File: src/rtl/irq_pending_ctrl.sv
// Sticky request capture with masked highest-index selection and valid/ready grant.
// Define IRQ_EDGE_EN for rising-edge capture; level capture otherwise.
module irq_pending_ctrl #(
    parameter  int L = 4,
    localparam int W = $clog2(L)
) (
    input  logic         clk,
    input  logic         rst,
    input  logic [L-1:0] req,
    input  logic [L-1:0] mask,
    output logic         out_valid,
    input  logic         out_ready,
    output logic [W-1:0] out_idx,
    output logic [L-1:0] pending,
    output logic         overflow
);

    typedef enum logic {
        IDLE,
        PRESENT
    } state_e;

    state_e       state_q, state_d;
    logic [W-1:0] idx_q, idx_d;
    logic [L-1:0] pending_q, pending_d;
    logic         ovf_q, ovf_d;
    logic [L-1:0] cap;
    logic [L-1:0] clr;
    logic [L-1:0] eligible;
    logic [W-1:0] sel;
    logic         hs;

`ifdef IRQ_EDGE_EN
    logic [L-1:0] req_q;

    always_ff @(posedge clk or posedge rst) begin
        if (rst) req_q <= '0;
        else     req_q <= req;
    end

    assign cap = req & ~req_q;
`else
    assign cap = req;
`endif

    assign hs       = (state_q == PRESENT) && out_ready;
    assign eligible = pending_q & mask;

    always_comb begin
        clr = '0;
        if (hs) clr[idx_q] = 1'b1;
    end

    // Later iterations overwrite earlier ones, so the highest set bit wins.
    always_comb begin
        sel = '0;
        for (int i = 0; i < L; i++) begin
            if (eligible[i]) sel = W'(i);
        end
    end

    // A capture landing on the bit being cleared keeps it pending.
    always_comb begin
        pending_d = (pending_q & ~clr) | cap;
        ovf_d     = |(cap & pending_q & ~clr);
    end

    always_ff @(posedge clk or posedge rst) begin
        if (rst) begin
            state_q   <= IDLE;
            idx_q     <= '0;
            pending_q <= '0;
            ovf_q     <= 1'b0;
        end else begin
            state_q   <= state_d;
            idx_q     <= idx_d;
            pending_q <= pending_d;
            ovf_q     <= ovf_d;
        end
    end

    always_comb begin
        state_d = state_q;
        unique case (state_q)
            IDLE:    if (|eligible) state_d = PRESENT;
            PRESENT: if (out_ready) state_d = IDLE;
            default: state_d = IDLE;
        endcase
    end

    always_comb begin
        idx_d = idx_q;
        if (state_q == IDLE && |eligible) idx_d = sel;
        out_valid = (state_q == PRESENT);
    end

    assign out_idx  = idx_q;
    assign pending  = pending_q;
    assign overflow = ovf_q;

endmodule

File: config.mk
export PLATFORM = sky130hd
export DESIGN_NAME = irq_pending_ctrl
export DESIGN_NICKNAME = d
export VERILOG_FILES = /design/src/rtl/irq_pending_ctrl.sv
export SDC_FILE = /design/constraint.sdc
export NUM_CORES = 1
export LEC_CHECK = 0
export BUFFER_PORTS_ARGS = -buffer_cell sky130_fd_sc_hd__buf_4
export CORE_AREA = 5 5 42 44
export CTS_CLUSTER_SIZE = 16
export DETAILED_ROUTE_END_ITERATION = 6
export DIE_AREA = 0 0 47 49
export PLACE_DENSITY = 0.65
export SYNTH_ARGS = -nofsm -noshare
export SYNTH_HDL_FRONTEND = slang
export SYNTH_SLANG_ARGS = --single-unit
File: constraint.sdc
create_clock -name clk -period 1.6 [get_ports clk]
set_input_delay 0.32 -clock clk [delete_from_list [all_inputs] [get_ports clk]]
set_output_delay 0.32 -clock clk [all_outputs]
set_load 0.005 [all_outputs]
# ---- Word-level counts from Yosys, hierarchy flattened
# Index checks and enable logic that the tools add are counted.
# Widths: inputs -> output; s select.
dict set report op_classes {
  order_cmp 2
  muxes 9
  bitwise_logic 7
  n_reduce_logical 5
}
# operator n
set ops {}
lappend ops {{$and 4x4->4} 4}
lappend ops {{$reduce_or 4->1} 2}
lappend ops {{$mux 1} 4}
lappend ops {{$mux 2} 2}
lappend ops {{$mux 4} 1}
lappend ops {{$not 4->4} 1}
lappend ops {{$or 4x4->4} 1}
lappend ops {{$logic_and 1x1->1} 3}
lappend ops {{$lt 2x3->1 const B} 1}
lappend ops {{$demux 1 s2} 1}
lappend ops {{$ge 2x1->1 const B} 1}
lappend ops {{$pmux 1 s2} 1}
lappend ops {{$not 1->1} 1}
dict set report totals {
  reg_bits 8
  in_bits 11
  out_inout_bits 8
  elab_cells 27
}

# ---- Logic depth before layout (Yosys ltp)
# Gate-level depths: netlist (run 1).
dict set report logic_depth {
  depth_word 8
  ltp_mapped 4
  ltp_nobuf 3
}

# ---- Worst setup path before layout (run 1)
# No wires, ideal clock.
dict set report synth_timing {
  kind {reg-to-reg}
  startpoint {register state_q (netlist: out_valid)}
  endpoint {register idx_q[0] (netlist: out_idx[0])}
  setup_time_ns 0.126
  t_arrival_ns 1.014
  required_ns 1.474
  slack_ns 0.460
  stages_incl_launch_ff 5
  n_path_buf 1
  period_less_slack_ns 1.140
  cell_sequence {dfrtp_1 -> buf_6 -> inv_4 -> a32o_1 -> a221o_1}
}
dict set report synth_via {
  elab_chain_cells 2
}
# element line
set synth_lines {}
lappend synth_lines {{start: declaration} 23} ;# state_e state_q, state_d;
lappend synth_lines {{start signal: assignment} 75} ;# state_q <= state_d;
lappend synth_lines {{$not 1->1} -}
lappend synth_lines {{$logic_and 1x1->1} 93} ;# if (state_q == IDLE && |eligible) idx_d = sel;
lappend synth_lines {{end signal: assignment} 76} ;# idx_q <= idx_d;
lappend synth_lines {{end: declaration} 24} ;# logic [W-1:0] idx_q, idx_d;
# Every way passes these cells.
# A chain may end at the register's enable or synchronous reset.

# ---- Worst setup path after layout (run 1)
dict set report layout_timing {
  startpoint {register state_q (netlist: out_valid)}
  endpoint {output out_valid}
}
# element line
set layout_lines {}
lappend layout_lines {{end: declaration} 11} ;# output logic out_valid,
# No word-level cell between the ends.

==> impl_metrics.csv, run 1 <==
group,metric,value,unit
run_status,status,"finished, final reports clean",
worst_setup_path,cp_slowest_cell,"dfrtp_1",
cells_and_area,instances_no_fill,71,
worst_setup_path,path_max_fanout,9,
yosys,synth-seq-cells,8,
yosys,synth_compound_area_share,20.97,%
cells_and_area,fillerInstances,151,
pwr,power.density,1013,mW/mm^2
sta,setup_viol_count_final,0,
yosys,yosys_warnings,0,
grt,first_global_vias,386,
die,pin_count,19,
cts,cts.sinks,8,
sta,skew,0.0002883,ns
route,drt_iter0_markers,7,
cts,cts_buffer_depth,2,
pwr,seq_power_share,48.4,%
die,dieArea,0.002303,mm^2
worst_setup_path,arrival,0.94,ns
sta,maxSlewViolCount,0,
worst_setup_path,r2r_cells,3,
die,start_util,27.68,%
cts,clk_pin_slew_worst_paths,0.05,ns
cells_and_area,utilization,39.55,%
cells_and_area,fin_nets,68,
sta,hold_viol_final,0,
route,dr.pass1.iters,4,
yosys,syn-cell-area,387.9,um^2
die,die_h,49,um
cts,root_buffer,"clkbuf_4",
worst_setup_path,cp-start-kind,"flop",
yosys,synth-adder-area-share,0,%
grt,grt_start_max_net_pins,10,
worst_setup_path,rr_endpoint,"out_idx[0]$_DFFE_PP0P_",
yosys,synthCells,35,
cts,cts_resized,0,
pwr,power.internal,408.3,uW
cells_and_area,most-common-layout-cells,"buf_4, dfrtp_1, a21o_1, nand3_1",
yosys,synth_seq_area_share,51.61,%
place,place_inst,68,
route,drt-total-wl,900,um
worst_setup_path,endpoint_kind,"primary output",
yosys,synth_top_family_by_area,"simple AND/OR/NAND/NOR gates",
cts,post_cts_buffers,0,
cts,postCtsHoldBufs,0,
grt,grt_first_pass_wirelength,1524,um
worst_setup_path,r2r_setup_slack,0.38,ns
worst_setup_path,path_cells,"buf_4",
grt,gr-usage-all-layers,8.872,%
worst_setup_path,cp.buffers_inverters,1,
sta,finalCritPeriodShare,78.72,%
route,ant_nets,0,
yosys,synth_xor_xnor_area_share,0,%
worst_setup_path,criticalPathCategory,"reg2out",
yosys,synth_top_area_cell,"dfrtp_1",
sta,timing.slew.headroom,78.95,%
worst_setup_path,worst_path_largest_cell_delay,0.52,ns
yosys,yosys.area_share.simple,21.94,%
pwr,power_frac_clock,26.3,%
route,viasPerCell,5.268,
worst_setup_path,worst_ep_required_time,1.28,ns
cells_and_area,layout_commonest_cell,"buf_4",
place,dpl.hpwl,766.9,um
cts,cts_max_level,1,
pwr,pwr-share-comb,25.3,%
yosys,syn_nets,46,
pwr,ir_drop,0.0005191,V
worst_setup_path,regToRegStartpoint,"out_valid$_DFF_PP0_",
pwr,p_sw_share,27.31,%
sta,fmax,793.9,MHz
sta,rsz0062_at_grt,"no",
die,coreArea,0.001401,mm^2
cells_and_area,syn_to_final_growth,42.90,%
worst_hold_path,min_path_type,"in2async",
sta,worst_pin_slew,0.3155,ns
cts,cts_tree,"done",
cells_and_area,drive_gt1_share,41.82,%
yosys,synth.distinct_cells,16,
place,io_buffer_count,18,
grt,grt.overflow.total,0,
yosys,synth_area_leaders,"dfrtp_1, a21o_1, a22o_1",
run,cap_viol_max_count,0,
sta,period_needed,1.260,ns
sta,tns,0,ns
die,die_w,47,um
route,avgRoutedWirePerCell,12.68,um
cells_and_area,n_antenna_cell,0,
route,vias,374,
yosys,muxShareOfSynthArea,0,%
yosys,syn_area_per_cell,11.08,um^2
worst_setup_path,path_delay_family,"flip-flops",
yosys,netlist.area_leader.share,51.61,%
place,gp_congestion,0.7090,
route,drc_errors,0,
pwr,switchingPower,153.4,uW
pwr,p_leak,0.0002518,uW
cts,clock_latency,0.24,ns
grt,antenna_found_initial,0,
die,fp-row-count,14,
cts,cts_made_buffers,3,
==> power by group through the flow <==
stage | sequential [uW] | combinational [uW] | clock (uW)
floorplan | 265 | 75.8 | 0
detailed placement | 275 | 145 | 0
global route | 280 | 157 | 166
global placement | 273 | 144 | 0
finish | 272 | 142 | 148
CTS | 272 | 146 | 154
==> synthesized netlist by cell type, drive strengths merged <==
library cell / count
nand2: 3
and3: 1
buf: 1
nand3: 4
a22o: 3
nand4: 2
a221o: 1
nand4bb: 1
a32o: 1
nor3: 1
inv: 2
a21oi: 1
nand4b: 2
dfrtp: 8
a21o: 4
==> sequential cells by signal, indices dropped and copies added, names as in the netlist <==
| register | count |
|---|---|
| overflow | 1 |
| out_valid | 1 |
| out_idx | 2 |
| pending | 4 |
==> worst max path at each step <==
| stage | from | endpoint | slack, ns | depth (start not counted) |
|---|---|---|---|---|
| 6_report | out_valid$_DFF_PP0_ | out_valid | 0.34 | 1 |
| 5_1_grt | out_valid$_DFF_PP0_ | out_valid | 0.27 | 1 |
| 4_1_cts | out_valid$_DFF_PP0_ | out_valid | 0.33 | 1 |
| 3_5_place_dp | out_valid$_DFF_PP0_ | out_idx[0]$_DFFE_PP0P_ | 0.39 | 3 |
| 3_3_place_gp | out_valid$_DFF_PP0_ | out_idx[0]$_DFFE_PP0P_ | 0.42 | 3 |
| 2_1_floorplan | out_valid$_DFF_PP0_ | out_idx[0]$_DFFE_PP0P_ | 0.46 | 4 |
==> cell families (layout without fill, tap and decap cells) <==
kind of cell           Yosys count  count (layout)
buffers and inverters            3              23
AO/OA/AOI/OAI                   10              10
AND/OR/NAND/NOR                 14              14
flip-flops                       8               8
==> per-layer routing <==
metal | global-route usage, % | vias up | routed length (um)
met5 | 0 | - | 0
met2 | 14.93 | 16 | 468
li1 | - | 180 | -
met4 | 2.765 | 0 | 0
met3 | 2.583 | 0 | 67
met1 | 10.36 | 178 | 365
==> through the flow <==
step                      worst slack (ns)  hold WS (ns)  area [um^2]  total power, uW
after CTS                           0.3345       0.03100        554.3            571.7
after detailed placement            0.3853        0.2950        531.8            420.4
final                               0.3404       0.02525        554.3            561.7
after floorplan                     0.4596        0.1357        387.9            340.8
after global routing                0.2743       0.04523        554.3            602.3
after global placement              0.4217        0.3014        531.8            416.4
==> area by class of cell <==
type                    instances  area [um^2]  area share [%]
flip-flops and latches          8        200.2           36.12
well taps                      16        20.02           3.612
inverters                       2        10.01           1.806
repair buffers                 18        135.1           24.38
multi-input cells              24        166.4           30.02
clock buffers                   3        22.52           4.063
No activity file was read; power rests on OpenSTA's default activity.
==> run 2, diff against run 1 <==
- ABC_AREA: default -> 1
- PLACE_DENSITY: 0.65 -> 0.67
- clock period: 1.6 -> 1.3 ns (I/O delays scaled with it)
==> run 2 against run 1 <==
  * Worst hold slack better by 0.17 ns
  * Register-to-register slack worse by 0.07 ns
  * Via count is 12% higher
  * Worst setup slack worse by 0.16 ns
  * Sequential cell count stayed put
  * Clock power is 26% higher
  * Largest cell class unchanged
  * Die area stayed put
  * Clock-buffer cell count stayed put
  * Non-clock buffer count is 1 higher
  * Wire length is 2.8% higher
  * Cell count is 35% higher
  * First-iteration DRC count is 29% lower
==> impl_metrics.csv, run 2 <==
group,metric,value,unit
grt,grt_first_pass_wirelength,1642,um
place,gp_congestion,0.7596,
cts,cts_buffer_depth,2,
worst_setup_path,worst_ep_required_time,1.04,ns
die,dieArea,0.002303,mm^2
place,placed_area,569.3,um^2
yosys,synth_commonest_cells,"nand2_1, inv_1, dfrtp_1",
yosys,synth.distinct_cells,10,
grt,antenna_found_initial,0,
route,drc_errors,0,
sta,worst_pin_slew,0.3085,ns
sta,fmax,894.8,MHz
yosys,syn_nets,69,
yosys,netlist.area_leader.share,48.34,%
cells_and_area,multi_input_area,180.2,um^2
cells_and_area,instances_no_fill,96,
cts,cts_tree,"done",
die,die_w,47,um
cts,cts.sinks,8,
worst_setup_path,path_delay_family,"flip-flops",
yosys,syn-cell-area,414.1,um^2
cells_and_area,fin_nets,93,
worst_setup_path,cp.buffers_inverters,1,
worst_setup_path,path_max_fanout,6,
grt,grt_start_max_net_pins,9,
yosys,synthCells,58,
cells_and_area,layout_commonest_cell,"nand2_1",
worst_setup_path,criticalPathCategory,"reg2out",
worst_setup_path,path_cells,"buf_4",
route,drt_iter0_markers,5,
pwr,p_leak,0.0003590,uW
cells_and_area,regArea,200.2,um^2
yosys,synth-seq-cells,8,
cts,cts_max_level,1,
worst_hold_path,min_path_type,"in2reg",
cts,cts_made_buffers,3,
route,dr.pass1.iters,4,
pwr,ir_drop,0.0007018,V
place,dpl.hpwl,771.2,um
worst_setup_path,cp_slowest_cell,"dfrtp_1",
route,ant_nets,0,
sta,skew,0.002482,ns
worst_setup_path,arrival,0.86,ns
worst_setup_path,worst_path_largest_cell_delay,0.44,ns
cells_and_area,drive_gt1_share,28.75,%
place,io_buffer_count,18,
sta,tns,0,ns
route,vias,418,
yosys,ys.flop_type,"dfrtp_1",
sta,timing.slew.headroom,79.41,%
sta,setup_viol_count_final,0,
yosys,synth-edff-count,0,
route,avgRoutedWirePerCell,9.635,um
yosys,syn_area_per_cell,7.140,um^2
die,coreArea,0.001401,mm^2
grt,first_global_vias,415,
sta,finalCritPeriodShare,85.97,%
sta,hold_viol_final,0,
cts,clk_pin_slew_worst_paths,0.05,ns
cells_and_area,fillerInstances,164,
worst_setup_path,endpoint_kind,"primary output",
yosys,synth_top_area_cell,"dfrtp_1",
yosys,synth_area_leaders,"dfrtp_1, nand2_1, inv_1",
die,start_util,29.55,%
sta,maxSlewViolCount,0,
worst_setup_path,cp-start-kind,"flop",
cells_and_area,most-common-layout-cells,"nand2_1, buf_4, inv_1, dfrtp_1, nor2_1",
run,cap_viol_max_count,0,
cells_and_area,syn_to_final_growth,45.32,%
place,place_inst,92,
cells_and_area,n_antenna_cell,0,
cells_and_area,largest_register_ffs,4,
sta,rsz0062_at_grt,"no",
cts,post_cts_buffers,0,
die,fp-row-count,14,
route,drt-total-wl,925,um
yosys,synth_most_common_cell,"nand2_1",
cts,clock_latency,0.25,ns
grt,gr-usage-all-layers,9.801,%
pwr,power.density,1707,mW/mm^2
die,pin_count,19,
yosys,synthArstFlopShare,100.0,%
sta,period_needed,1.118,ns
worst_setup_path,r2r_setup_slack,0.31,ns
run_status,status,"finished, final reports clean",
yosys,yosys_warnings,0,
route,viasPerCell,4.354,
cells_and_area,finalInstanceArea,601.8,um^2
pwr,power,1027,uW
grt,grt.overflow.total,0,
cts,root_buffer,"clkbuf_4",
yosys,synth_seq_area_share,48.34,%
die,die_h,49,um
[run 2: cell count changes after synthesis, sizes merged, moves of 3 or more]
| cell | change |
|---|---|
| nand2 | +24 |
| nor2 | +7 |
| inv | +7 |
| a22o | -3 |
[run 2: cells by family after synthesis]
| group | Yosys count | synth area share (%) |
|---|---|---|
| flops | 8 | 48.34 |
| buf+inv | 9 | 8.157 |
| compound gates | 5 | 9.062 |
| simple gates | 36 | 34.44 |
[run 2: per-stage QoR]
stage               util, %  setup slack [ns]  hold WS [ns]
global route          42.95            0.1362        0.1908
detailed placement    40.63            0.3067        0.2359
CTS                   42.95            0.1732        0.1925
finish                42.95            0.1824        0.2000
global placement      40.63            0.3057        0.2343
floorplan                 -            0.3901       0.07566
[run 2: per-layer routing]
metal | vias to the layer above | track usage [%] | wire length, um
li1 | 220 | - | -
met1 | 182 | 12.64 | 408
met2 | 16 | 14.03 | 429
met3 | 0 | 4.059 | 87
met4 | 0 | 4.147 | 0
met5 | - | 0 | 0
[run 2: cell type report]
cell class | instances | area share (%)
repair buffers | 19 | 24.12
flip-flops and latches | 8 | 33.26
inverters | 9 | 5.613
well taps | 16 | 3.326
multi-input cells | 41 | 29.94
clock buffers | 3 | 3.742
[run 2: path summary, 6_finish.rpt]
path | depth (start not counted) | startpoint | to
max in group asynchronous | 3 | rst | pending[2]$_DFF_PP0_
hold reg to reg | 1 | pending[2]$_DFF_PP0_ | pending[2]$_DFF_PP0_
min in group asynchronous | 3 | rst | overflow$_DFF_PP0_
setup / recovery | 1 | out_idx[0]$_DFFE_PP0P_ | out_idx[0]
setup reg to reg | 6 | out_idx[1]$_DFFE_PP0P_ | overflow$_DFF_PP0_
hold / removal | 2 | req[0] | pending[0]$_DFF_PP0_
[run 2: power breakdown]
part           total, uW  internal [uW]  switching, uW
Combinational        419            213            206
Sequential           420            328           91.8
Clock                187            105           81.9
Total               1030            647            380
[run 2: what timing repair did]
action | 4_1_cts | 5_1_grt
resized for setup | 0 | 0
hold buffers | 1 | 0
hold endpoints to repair | 8 | 0
